**config.mk**
```make
export PLATFORM = sky130hd
export DESIGN_NAME = leaf_stream_buffer
export DESIGN_NICKNAME = d
export VERILOG_FILES = /design/src/rtl/leaf_stream_buffer.sv
export SDC_FILE = /design/constraint.sdc
export NUM_CORES = 1
export LEC_CHECK = 0
export CELL_PAD_IN_SITES_DETAIL_PLACEMENT = 0
export CELL_PAD_IN_SITES_GLOBAL_PLACEMENT = 1
export CORE_ASPECT_RATIO = 1.75
export CORE_UTILIZATION = 50
export CTS_CLUSTER_DIAMETER = 60
export DETAILED_ROUTE_END_ITERATION = 10
export GPL_TIMING_DRIVEN = 0
export PLACE_DENSITY = 0.87
export SLEW_MARGIN = 20
export SYNTH_ARGS = -nofsm -noshare
export SYNTH_HDL_FRONTEND = slang
export SYNTH_SLANG_ARGS = --single-unit
```
**constraint.sdc**
```tcl
create_clock -name clk_user -period 5.2 [get_ports clk_user]
set_input_delay 1.04 -clock clk_user [delete_from_list [all_inputs] [get_ports clk_user]]
set_output_delay 1.04 -clock clk_user [all_outputs]
set_load 0.02 [all_outputs]
```
**src/rtl/leaf_stream_buffer.sv**
```systemverilog
// Per-channel elastic FIFO buffer between the leaf interface and an HLS user operator.
// First-word fall-through, per-channel flush, occupancy report and delivered-word counters.
module leaf_stream_buffer #(
    parameter int NUM_CH       = 2,
    parameter int PAYLOAD_BITS = 32,
    parameter int DEPTH_BITS   = 4,
    parameter int CNT_BITS     = 32
) (
    input  logic                                clk_user,
    input  logic                                reset,
    input  logic [NUM_CH*PAYLOAD_BITS-1:0]      in_data,
    input  logic [NUM_CH-1:0]                   in_vld,
    output logic [NUM_CH-1:0]                   in_ack,
    output logic [NUM_CH*PAYLOAD_BITS-1:0]      out_data,
    output logic [NUM_CH-1:0]                   out_vld,
    input  logic [NUM_CH-1:0]                   out_ack,
    input  logic [NUM_CH-1:0]                   flush,
    output logic [NUM_CH*(DEPTH_BITS+1)-1:0]    occupancy,
    output logic [NUM_CH*CNT_BITS-1:0]          xfer_count
);

    localparam int                  DEPTH    = 1 << DEPTH_BITS;
    localparam logic [DEPTH_BITS:0] OCC_FULL = (DEPTH_BITS+1)'(DEPTH);
    localparam logic [DEPTH_BITS:0] OCC_ZERO = (DEPTH_BITS+1)'(0);
    localparam logic [DEPTH_BITS:0] OCC_ONE  = (DEPTH_BITS+1)'(1);
    localparam logic [DEPTH_BITS-1:0] PTR_ZERO = DEPTH_BITS'(0);
    localparam logic [DEPTH_BITS-1:0] PTR_ONE  = DEPTH_BITS'(1);
    localparam logic [CNT_BITS-1:0] CNT_ZERO = CNT_BITS'(0);
    localparam logic [CNT_BITS-1:0] CNT_ONE  = CNT_BITS'(1);

    for (genvar gi = 0; gi < NUM_CH; gi++) begin : g_ch
        logic [PAYLOAD_BITS-1:0] r_mem [DEPTH];
        logic [DEPTH_BITS-1:0]   r_wr_ptr;
        logic [DEPTH_BITS-1:0]   r_rd_ptr;
        logic [DEPTH_BITS:0]     r_occ;
        logic [CNT_BITS-1:0]     r_xfer;
        logic                    w_full;
        logic                    w_empty;
        logic                    w_in_ack;
        logic                    w_push;
        logic                    w_pop;
        logic [DEPTH_BITS:0]     w_occ_next;

        // Handshake qualification and next occupancy; acceptance never looks at in_vld.
        always_comb begin
            w_full   = (r_occ == OCC_FULL);
            w_empty  = (r_occ == OCC_ZERO);
            w_in_ack = !w_full && !flush[gi] && !reset;
            w_push   = in_vld[gi] && w_in_ack;
            w_pop    = !w_empty && out_ack[gi];
            if (w_push && !w_pop) begin
                w_occ_next = r_occ + OCC_ONE;
            end else if (!w_push && w_pop) begin
                w_occ_next = r_occ - OCC_ONE;
            end else begin
                w_occ_next = r_occ;
            end
        end

        // Pointer, occupancy and delivered-count state; a pop during flush still counts.
        always_ff @(posedge clk_user) begin
            if (reset) begin
                r_wr_ptr <= PTR_ZERO;
                r_rd_ptr <= PTR_ZERO;
                r_occ    <= OCC_ZERO;
                r_xfer   <= CNT_ZERO;
            end else if (flush[gi]) begin
                r_wr_ptr <= PTR_ZERO;
                r_rd_ptr <= PTR_ZERO;
                r_occ    <= OCC_ZERO;
                if (w_pop) begin
                    r_xfer <= r_xfer + CNT_ONE;
                end
            end else begin
                if (w_push) begin
                    r_wr_ptr <= r_wr_ptr + PTR_ONE;
                end
                if (w_pop) begin
                    r_rd_ptr <= r_rd_ptr + PTR_ONE;
                    r_xfer   <= r_xfer + CNT_ONE;
                end
                r_occ <= w_occ_next;
            end
        end

        // Payload storage; contents are deliberately left unreset.
        always_ff @(posedge clk_user) begin
            if (w_push) begin
                r_mem[r_wr_ptr] <= in_data[gi*PAYLOAD_BITS +: PAYLOAD_BITS];
            end
        end

        assign in_ack[gi]                                      = w_in_ack;
        assign out_vld[gi]                                     = !w_empty;
        assign out_data[gi*PAYLOAD_BITS +: PAYLOAD_BITS]       = r_mem[r_rd_ptr];
        assign occupancy[gi*(DEPTH_BITS+1) +: (DEPTH_BITS+1)]  = r_occ;
        assign xfer_count[gi*CNT_BITS +: CNT_BITS]             = r_xfer;
    end

endmodule

```
---- Word level (Yosys, flattened, before mapping) ----
Memory sizes are Yosys's and may differ from the RTL's. A register that Yosys moved wholly into a read port is not among the register bits.
Cells that the tools add are included.
storage, ports and cells
  register bits ........................... 90
  latch bits .............................. 0
  RAM bits ................................ 1024
  bits in read-only memories .............. 0
  input port bits ......................... 72
  output and inout port bits .............. 142
  memories kept ........................... 2
operators by class
  add/sub/neg operators ................... 10
  $mul .................................... 0
  div/mod/pow operators ................... 0
  $lt $le $gt $ge ......................... 0
  equal/unequal tests ..................... 2
  shifts and indexed selects .............. 0
  mux-type cells .......................... 12
  bitwise logic cells ..................... 0
  reductions and logical operators ........ 29
memory list
  memory         depth  bits a word  rd ports  clocked after memory_dff  write ports  line  source
  g_ch[0].r_mem  16     32           1         1                         1            32    logic [PAYLOAD_BITS-1:0] r_mem [DEPTH];
  g_ch[1].r_mem  16     32           1         1                         1            32
operator list
  cell                                                                number
  32-bit by 1-bit adder with 32-bit output, second input constant     2
  5-bit two-way mux                                                   4
  4-bit by 1-bit adder with 4-bit output, second input constant       4
  4-bit two-way mux                                                   4
  1-bit logical AND                                                   12
  1-bit zero test                                                     11
  5-bit by 1-bit adder with 5-bit output, second input constant       2
  5-bit equality test, second input constant                          2
  5-bit zero test                                                     2
  5-bit by 1-bit subtractor with 5-bit output, second input constant  2
  1-bit two-way mux                                                   4
  2-bit nonzero test                                                  2
  2-bit OR reduction                                                  2

---- Logic depth before layout (Yosys ltp) ----
Gate-level depths: netlist of the first run.
  word-level depth ........................ 9
  depth in mapped cells ................... 12
  gate-level depth less buffers ........... 11

---- Worst setup path before layout of the first run ----
No wires, ideal clock.
  path kind ............................... input-to-reg
  from .................................... in flush[1]
  to ...................................... mem g_ch[1].r_mem[3][0] (enable)
  setup time .............................. 461 ps
  arrival ................................. 4335 ps
  required time ........................... 4739 ps
  slack ................................... 404 ps
  cell stages on the path ................. 5
  cell sequence ........................... or2_2 clkbuf_1 a211oi_2 nand2_1 nor3_1
between the ends
  longest elaborated chain between the ends .. 6
ends and longest elaborated chain
  item                                     line  source
  from (decl)                              17    input logic [NUM_CH-1:0] flush,
  1-bit zero test                          48    w_in_ack = !w_full && !flush[gi] && !reset;
  1-bit logical AND (2 in series)          48
  1-bit logical AND                        49    w_push = in_vld[gi] && w_in_ack;
  via g_ch[1].w_push                       40    logic w_push;
  1-bit two-way mux                        88    if (w_push) begin
  1-bit two-way mux (not written as such)  89    r_mem[r_wr_ptr] <= in_data[gi*PAYLOAD_BITS +: PAYLOAD_BITS];
  to (decl)                                32
The timed path passes the listed nets, and every way through them passes these cells.

==> results of run 1 <==
-- cell usage in the layout (no fill, tap or decap), types with 4 or more instances in the layout --
cell type        count
a21oi_1             24
and3_1              12
buf_1                6
buf_12              13
buf_16              12
buf_4               41
bufinv_16            5
clkbuf_1            82
clkbuf_16          100
clkbuf_2             9
clkbuf_8             6
clkdlybuf4s15_2     15
clkdlybuf4s50_1    213
clkinv_1            15
clkinv_2            20
clkinvlp_2           5
dfxtp_1             98
diode_2              4
edfxtp_1          1024
ha_1                21
inv_1               22
inv_6                4
mux4_2             320
nand2_1             46
nand2b_1             6
nand3_1             21
nand4_1             17
nor2_1              80
nor2_4              24
nor3_1              15
nor3_2               8
nor4_1              12
o21ai_0             15
o31ai_1              4
or3_1               10
or4_1                4
xnor2_1             41
xor2_1              24
-- layout make-up --
type / instances / area, um2 / share of cell area
antenna: 4 / 10.0 / 0.000196
buffer: 97 / 499 / 0.00979
clock buffer: 126 / 2660 / 0.0522
clock inverter: 57 / 477 / 0.00935
inverter: 22 / 82.6 / 0.00162
multi-input combinational: 746 / 10000 / 0.197
sequential: 1122 / 32700 / 0.641
tap: 1144 / 1430 / 0.0281
timing repair buffer: 282 / 3080 / 0.0604
-- sequential cells by signal, indices dropped and copies added (netlist names), named ones only --
| signal | count |
|---|---|
| g_ch.r_wr_ptr | 8 |
| g_ch.r_occ | 10 |
| g_ch.r_mem | 1024 |
| g_ch.r_rd_ptr | 8 |
| g_ch.r_xfer | 64 |
-- synth_stat cells, types with 22 or more instances --
| master | n |
|---|---|
| a21oi_1 | 24 |
| xor2_1 | 24 |
| inv_1 | 22 |
| nor3_1 | 23 |
| clkbuf_1 | 64 |
| nor2_1 | 104 |
| edfxtp_1 | 1024 |
| nand2_1 | 46 |
| buf_1 | 29 |
| mux4_2 | 320 |
| xnor2_1 | 41 |
| dfxtp_1 | 98 |
-- through the flow --
stage	hold slack (ns)	cell area [um2]	TNS [ns]
6_report	0.513	51000	0
5_1_grt	0.531	51000	0
4_1_cts	0.511	51000	-0.312
3_5_place_dp	0.501	47700	0
3_3_place_gp	0.494	46600	-1674.06
2_1_floorplan	0.468	43000	0
-- metal layers --
layer  wire length, um  part of all wire  track usage
met3              7710             0.074       0.0484
met5                29           0.00028            0
met2             56700              0.55        0.440
met1             34100              0.33        0.259
met4              4930             0.048        0.127
-- cells by family after synthesis --
| logic type | share of synthesized area |
|---|---|
| buffers and inverters | 0.0106 |
| flip-flops | 0.761 |
| AND/OR/NAND/NOR | 0.0312 |
| AO/OA/AOI/OAI | 0.00876 |
| XOR/XNOR | 0.0132 |
| adder cells (fa/ha/maj) | 0.00704 |
| multiplexers | 0.168 |
-- report_power, final --
group          internal (mW)  switching (mW)  total, mW
registers               9.86          0.0275       9.89
logic                  0.433           0.520      0.953
clock network           3.89            3.22       7.11
total                   14.2            3.77       18.0
-- worst reg2reg max path, stage by stage (launching register included) --
cell and delay, ns:
dfxtp_1 0.38, nor4_1 0.89, a21boi_1 0.50, inv_1 0.25, ha_1 0.21, inv_1 0.11
fa_1 0.42, a21o_1 0.18, a21oi_1 0.18, xnor2_1 0.09, or3_1 0.30, a21oi_1 0.16
-- worst max-delay path by stage --
stage / from / end / cells after the start
after floorplan: flush[1] / g_ch[1].r_mem[3][0] / 5
after global placement: reset / g_ch[0].r_mem[3][12] / 6
after detailed placement: reset / g_ch[1].r_mem[3][4] / 9
after CTS: flop / out_data[39] / 5
after global routing: flop / out_data[23] / 5
final: flop / out_data[46] / 5
==> flow_metrics.env, run 1 <==
export IMPL_tritoncts="built"
export IMPL_port_buffers=213
export IMPL_cp_common_cell="mux4_2"
export IMPL_pin_count=214
export IMPL_r2r_slack_ns=1.46
export IMPL_cp_cell_sequence="buf_2, buf_1, mux4_2, mux4_2, clkdlybuf4s50_1"
export IMPL_core_um2=84900
export IMPL_grt_max_degree=21
export IMPL_power_mw=18.0
export IMPL_drc_errors=0
export IMPL_synthTopCellsByArea="edfxtp_1 72%, mux4_2 17%, dfxtp_1 4.6%"
export IMPL_syn_inst=1987
export IMPL_syn_num_nets=2082
export IMPL_grt_pass1_wl_um=150000
export IMPL_max_cap_viol_count=0
export IMPL_setup_viol=0
export IMPL_critPathTopFamily="buffers and inverters"
export IMPL_fin_util=0.601
export IMPL_netlist_area_leader_share=0.715
export IMPL_hold_start="g_ch[0].r_rd_ptr[1]"
export IMPL_gp_congestion=0.836
export IMPL_drtIter0Drc=1880
export IMPL_cts_hold_buf=0
export IMPL_area_growth_pct=18.6
export IMPL_tightest_slew_ns=1.11
export IMPL_pre_cts_slack_ns=0.372
export IMPL_holdPathEnd="g_ch[0].r_rd_ptr[1]"
export IMPL_endpoint_kind="output pin"
export IMPL_ctsResizeCount=33
export IMPL_drive_gt1_frac=0.248
export IMPL_outcome="finished clean"
export IMPL_path_max_fanout=10
export IMPL_synth_top_area_cell="edfxtp_1"
export IMPL_worstSkewPairLatency_ns=0.70
export IMPL_regToRegEndpoint="g_ch[0].r_occ[4]"
export IMPL_ant_nets=0
export IMPL_synth_seq_area_share=0.761
export IMPL_worst_path_buf_inv=3
export IMPL_worstSetupPathType="flop to output pin"
export IMPL_grt_ovfl_total=0
export IMPL_synth_edf_count=1024
export IMPL_reg2reg_from="g_ch[0].r_occ[0]"
export IMPL_numCtsBuffers=97
export IMPL_gr_usage_all_layers=0.240
export IMPL_postCtsSetupRepairBufs=0
export IMPL_die_w_um=224
export IMPL_vias=21716
export IMPL_dr_pass1_iters=5
export IMPL_synthesis_area_um2=43000
export IMPL_slew_headroom=0.257
export IMPL_leakage_nw=15.5
export IMPL_antenna_found_initial=6
export IMPL_cts_sinks=1122
export IMPL_critPathLaunchType="flop"
export IMPL_hp_class="flop to flop"
export IMPL_ys_warnings_count=0
export IMPL_dpl_hpwl_um=67300
export IMPL_period_minus_slack_ns=5.02
export IMPL_finClkSkew_ns=0.0246
export IMPL_dp_cells=3412
export IMPL_clk_pin_slew_ns=0.07
export IMPL_finalNetCount=2463
export IMPL_syn_area_per_cell_um2=21.6
export IMPL_h_tree_depth=3
export IMPL_clockBufferDepth=3
export IMPL_async_flop_share=0
export IMPL_fin_crit_sh=0.966
export IMPL_final_cells=3600
export IMPL_hold_viol=0
export IMPL_die_height_um=390
export IMPL_drt_total_wl_um=103000
export IMPL_peakVddDrop_v=0.000356
export IMPL_cp_required_ns=4.16
export IMPL_cts_root_buf="clkbuf_16"
export IMPL_wire_per_inst_um=28.7
export IMPL_cp_arrival_ns=3.98
export IMPL_synth_distinct_cells=52
export IMPL_synth_main_ff_cell="edfxtp_1"
export IMPL_rsz0062_at_grt="no"
export IMPL_rows=141
export IMPL_synth_seq_cells=1122
export IMPL_whs_path_depth=2
export IMPL_power_density_nw_per_um2=352
export IMPL_first_global_vias=22925
export IMPL_fmax_mhz=199
export IMPL_rr_worst_depth=11
export IMPL_cp_slowest_stage_delay_ns=0.88
export IMPL_fillers=5682
export IMPL_die_area_um2=87200
export IMPL_cpMaxStageDelayCell="buf_1"
export IMPL_start_util=0.507
export IMPL_drv_slew=0
export IMPL_fin_ws_ns=0.177
export IMPL_viasPerCell=6.03
Note: power is estimated with default switching activity, not from simulation.
==> run 2, diff against run 1 <==
--- a/config.mk
+++ b/config.mk
@@ -13,6 +13,7 @@
 export DETAILED_ROUTE_END_ITERATION = 10
 export GPL_TIMING_DRIVEN = 0
 export PLACE_DENSITY = 0.87
+export RECOVER_POWER = 100
 export SLEW_MARGIN = 20
 export SYNTH_ARGS = -nofsm -noshare
 export SYNTH_HDL_FRONTEND = slang
==> run 2 against run 1 <==
Effect of this change:
- the flow now finishes with violations (max-capacitance violations, max-slew violations)
- combinational power fell by 3.6%
- worst setup slack got worse by 0.088 ns
- maximum frequency is 1.7% lower
- register-to-register slack worse by 0.44 ns
- clock skew is 0.0013 ns higher
- core utilization decreased by 0.85 points
- global-route usage did not move
- final area fell by 1.4%
- total power fell by 0.18%
==> flow_metrics.env, run 2 (synthesized netlist as in run 1, its figures left out) <==
export IMPL_dp_cells=3412
export IMPL_layout_commonest_cell="edfxtp_1"
export IMPL_dpl_hpwl_um=67300
export IMPL_drive_gt1_frac=0.224
export IMPL_grt_max_degree=21
export IMPL_finClkSkew_ns=0.0259
export IMPL_clk_pin_slew_ns=0.07
export IMPL_power_density_nw_per_um2=357
export IMPL_final_cells=3605
export IMPL_viasPerCell=6.03
export IMPL_gr_usage_met3=0.0484
export IMPL_met1_usage=0.259
export IMPL_whs_path_depth=2
export IMPL_clockBufferDepth=3
export IMPL_worstSkewPairLatency_ns=0.70
export IMPL_area_growth_pct=16.9
export IMPL_drtIter0Drc=1972
export IMPL_fin_util=0.592
export IMPL_die_area_um2=87200
export IMPL_largest_register_ffs=1024
export IMPL_ant_nets=0
export IMPL_drt_total_wl_um=103000
export IMPL_grt_pass1_wl_um=150000
export IMPL_max_cap_viol_count=14
export IMPL_rsz0062_at_grt="no"
export IMPL_fin_crit_sh=0.983
export IMPL_grt_busiest_layer="met2"
export IMPL_cts_sinks=1122
export IMPL_gr_usage_all_layers=0.240
export IMPL_setup_viol=0
export IMPL_hold_viol=0
export IMPL_dr_pass1_iters=6
export IMPL_die_w_um=224
export IMPL_path_max_fanout=10
export IMPL_critPathLaunchType="flop"
export IMPL_tritoncts="built"
export IMPL_cp_required_ns=4.16
export IMPL_grt_ovfl_total=0
export IMPL_tns_ns=0
export IMPL_wire_per_inst_um=28.7
export IMPL_start_util=0.507
export IMPL_tightest_slew_ns=2.08
export IMPL_port_buffers=213
export IMPL_worstSetupPathType="flop to output pin"
export IMPL_registers_top_by_ff_count="g_ch.r_mem"
export IMPL_post_dp_cell_area_um2=47700
export IMPL_fmax_mhz=196
export IMPL_vias=21748
export IMPL_gp_congestion=0.836
export IMPL_cts_hold_buf=0
export IMPL_rr_worst_depth=9
export IMPL_rows=141
export IMPL_antenna_found_initial=15
export IMPL_postLayoutCellArea_um2=50300
export IMPL_core_um2=84900
export IMPL_finalNetCount=2463
export IMPL_numCtsBuffers=97
export IMPL_slew_headroom=-0.393
export IMPL_reg_largest_list="g_ch.r_mem x1024, g_ch.r_xfer x64, g_ch.r_occ x10"
export IMPL_period_minus_slack_ns=5.11
export IMPL_die_height_um=390
export IMPL_h_tree_depth=3
export IMPL_endpoint_kind="output pin"
export IMPL_cp_arrival_ns=4.07
export IMPL_cts_root_buf="clkbuf_16"
export IMPL_violations="max-capacitance violations, max-slew violations"
export IMPL_hp_class="flop to flop"
export IMPL_leakage_nw=15.5
export IMPL_final_cell_mix="1,024 x edfxtp_1, 320 x mux4_2, 191 x dlygate4sd3_1"
export IMPL_postCtsSetupRepairBufs=0
export IMPL_pin_count=214
export IMPL_first_global_vias=22925
export IMPL_peakVddDrop_v=0.000354
export IMPL_drc_errors=0
export IMPL_grtUsageMet2=0.440
export IMPL_drv_slew=211
export IMPL_outcome="finished, violations left"
-- run 2: worst max-delay path, stage by stage, from the launching register on --
cell           delay (ns)
dfxtp_1              0.36
clkbuf_1             0.65
clkbuf_1             0.70
mux4_2               0.46
mux4_2               0.52
dlygate4sd3_1        0.67
-- run 2: final timing paths --
kind | start | endpoint | slack (ns)
worst max-delay path | flop | out_data[58] | 0.09
worst min-delay path | g_ch[0].r_xfer[1] | g_ch[0].r_xfer[1] | 0.51
worst max register to register | g_ch[0].r_occ[0] | g_ch[0].r_mem[1][12] | 1.02
worst min register to register | g_ch[0].r_xfer[1] | g_ch[0].r_xfer[1] | 0.51
-- run 2: layout make-up --
type | count | area (um2)
fill | 5821 | 34600
clock buffer | 126 | 2660
sequential | 1122 | 32700
inverter | 22 | 82.6
multi-input combinational | 746 | 9830
timing repair buffer | 282 | 2560
buffer | 97 | 499
antenna | 9 | 22.5
tap | 1144 | 1430
clock inverter | 57 | 477
-- run 2: per-stage QoR --
stage	power (mW)	worst slack [ns]	hold WS (ns)
after floorplan	10.6	0.404	0.468
after global routing	18.4	0.0163	0.531
after detailed placement	11.0	0.372	0.501
final	17.9	0.0899	0.510
after global placement	11.0	-3.24	0.494
after CTS	18.0	-0.0379	0.511
-- run 2: repair_timing --
item,CTS,global route
gates resized for setup,33,9
setup endpoints to repair,59,34
pin swaps,0,0
-- run 2: report_power, final --
group          internal, mW  leakage [nW]  switching, mW
logic                 0.404          3.95          0.515
registers              9.86          10.0         0.0270
clock network          3.89          1.53           3.22
-- run 2: routing by layer --
layer	share of wire	wire length [um]
met3	0.074	7680
met2	0.55	56500
met5	0.00086	89
met4	0.050	5200
met1	0.33	34000
==> run 3, diff against run 2 <==
--- a/config.mk
+++ b/config.mk
@@ -14,7 +14,6 @@
 export GPL_TIMING_DRIVEN = 0
 export PLACE_DENSITY = 0.87
 export RECOVER_POWER = 100
-export SLEW_MARGIN = 20
 export SYNTH_ARGS = -nofsm -noshare
 export SYNTH_HDL_FRONTEND = slang
 export SYNTH_SLANG_ARGS = --single-unit
==> run 3 against run 2 <==
Effect of this change:
- the flow still finishes with violations (max-capacitance violations, max-slew violations)
- non-clock buffer count is 17 lower
- sequential share of layout area is 0.18 points lower
- global-route usage grew 0.59 points
- clock-buffer cell count decreased by 11
- critical endpoint is now g_ch[1].r_mem[4][8]
==> flow_metrics.env, run 3 (synthesized netlist as in run 1, its figures left out) <==
export IMPL_outcome="finished, violations left"
export IMPL_violations="max-capacitance violations, max-slew violations"
export IMPL_gp_congestion=0.836
export IMPL_drtIter0Drc=2047
export IMPL_core_um2=84900
export IMPL_ant_nets=0
export IMPL_path_max_fanout=20
export IMPL_largest_register_ffs=1024
export IMPL_registers_top_by_ff_count="g_ch.r_mem"
export IMPL_clk_pin_slew_ns=0.07
export IMPL_finalNetCount=2445
export IMPL_hold_viol=0
export IMPL_layout_commonest_cell="edfxtp_1"
export IMPL_worstSkewPairLatency_ns=0.71
export IMPL_port_buffers=213
export IMPL_die_height_um=390
export IMPL_antenna_found_initial=15
export IMPL_post_dp_cell_area_um2=47600
export IMPL_endpoint_kind="flop"
export IMPL_postLayoutCellArea_um2=50400
export IMPL_fin_util=0.594
export IMPL_die_w_um=224
export IMPL_dpl_hpwl_um=66100
export IMPL_leakage_nw=15.5
export IMPL_grt_max_degree=26
export IMPL_rsz0062_at_grt="no"
export IMPL_viasPerCell=6.08
export IMPL_start_util=0.507
export IMPL_setup_viol=0
export IMPL_cts_sinks=1122
export IMPL_h_tree_depth=3
export IMPL_vias=21791
export IMPL_power_density_nw_per_um2=365
export IMPL_hp_class="flop to flop"
export IMPL_rows=141
export IMPL_grt_ovfl_total=0
export IMPL_max_cap_viol_count=12
export IMPL_grt_busiest_layer="met2"
export IMPL_fillers=5790
export IMPL_final_cells=3584
export IMPL_period_minus_slack_ns=5.14
export IMPL_whs_ns=0.505
export IMPL_drt_total_wl_um=106000
export IMPL_fin_crit_sh=0.988
export IMPL_final_cell_mix="1,024 x edfxtp_1, 320 x mux4_2, 196 x dlygate4sd3_1"
export IMPL_drive_gt1_frac=0.222
export IMPL_cp_required_ns=5.58
export IMPL_tritoncts="built"
export IMPL_numCtsBuffers=96
export IMPL_postCtsSetupRepairBufs=0
export IMPL_first_global_vias=23260
export IMPL_worstSetupPathType="primary input to flop"
export IMPL_grtUsageMet2=0.448
export IMPL_dp_cells=3396
export IMPL_finClkSkew_ns=0.0290
export IMPL_drv_slew=149
export IMPL_area_growth_pct=17.3
export IMPL_die_area_um2=87200
export IMPL_tns_ns=0
export IMPL_pin_count=214
export IMPL_slew_headroom=-0.253
export IMPL_drc_errors=0
export IMPL_gr_usage_met3=0.0581
export IMPL_grt_pass1_wl_um=153000
export IMPL_wire_per_inst_um=29.6
export IMPL_met1_usage=0.257
export IMPL_cts_root_buf="clkbuf_16"
export IMPL_peakVddDrop_v=0.000352
export IMPL_cp_arrival_ns=5.51
export IMPL_reg_largest_list="g_ch.r_mem x1024, g_ch.r_xfer x64, g_ch.r_occ x10"
export IMPL_tightest_slew_ns=1.87
export IMPL_fmax_mhz=195
export IMPL_critPathLaunchType="primary input"
export IMPL_dr_pass1_iters=5
export IMPL_gr_usage_all_layers=0.246
export IMPL_clockBufferDepth=3
==> run 3: area by class of cell <==
cell class / instances / area [um2] / share of cell area
Antenna cell: 6 / 15.0 / 0.000298
Buffer: 97 / 498 / 0.00988
Multi-Input combinational cell: 746 / 9840 / 0.195
Clock buffer: 115 / 2530 / 0.0501
Tap cell: 1144 / 1430 / 0.0284
Timing Repair Buffer: 265 / 2490 / 0.0494
Clock inverter: 67 / 825 / 0.0164
Sequential cell: 1122 / 32700 / 0.649
Inverter: 22 / 82.6 / 0.00164
==> run 3: repair_timing <==
| action | 4_1_cts | 5_1_grt |
|---|---|---|
| hold buffers | 0 | 0 |
| resized for setup | 32 | 15 |
| setup endpoints to repair | 62 | 32 |
==> run 3: stage by stage <==
stage	total power, mW	setup slack [ns]
final	18.4	0.0629
after global routing	18.8	0.0141
after CTS	18.5	-0.0531
after detailed placement	11.0	0.199
after global placement	11.0	-3.24
after floorplan	10.6	0.404
==> run 3: report_power, final <==
part | internal, mW | switching, mW
logic | 0.403 | 0.528
clock network | 4.30 | 3.29
registers | 9.86 | 0.0262
total | 14.6 | 3.85
==> run 3: worst max-delay path, cell delays in order <==
cell	delay, ns
dlygate4sd3_1	0.75
or2_2	0.36
clkbuf_1	0.15
a211oi_1	0.99
nand2_1	0.39
nor2_1	1.49
buf_12	0.30
==> run 3: layer usage <==
layer	wire, um	vias up
met3	8690	331
met1	33800	11280
met2	57400	1202
met5	112	-
li1	-	8960
met4	6020	18
==> run 3: worst paths after layout <==
kind	from	endpoint	slack, ns	depth (start not counted)
setup reg to reg	g_ch[1].r_occ[1]	g_ch[1].r_mem[4][8]	1.08	5
hold reg to reg	g_ch[0].r_xfer[1]	g_ch[0].r_xfer[1]	0.50	2
hold / removal	g_ch[0].r_xfer[1]	g_ch[0].r_xfer[1]	0.50	2
setup / recovery	reset	g_ch[1].r_mem[4][8]	0.06	7
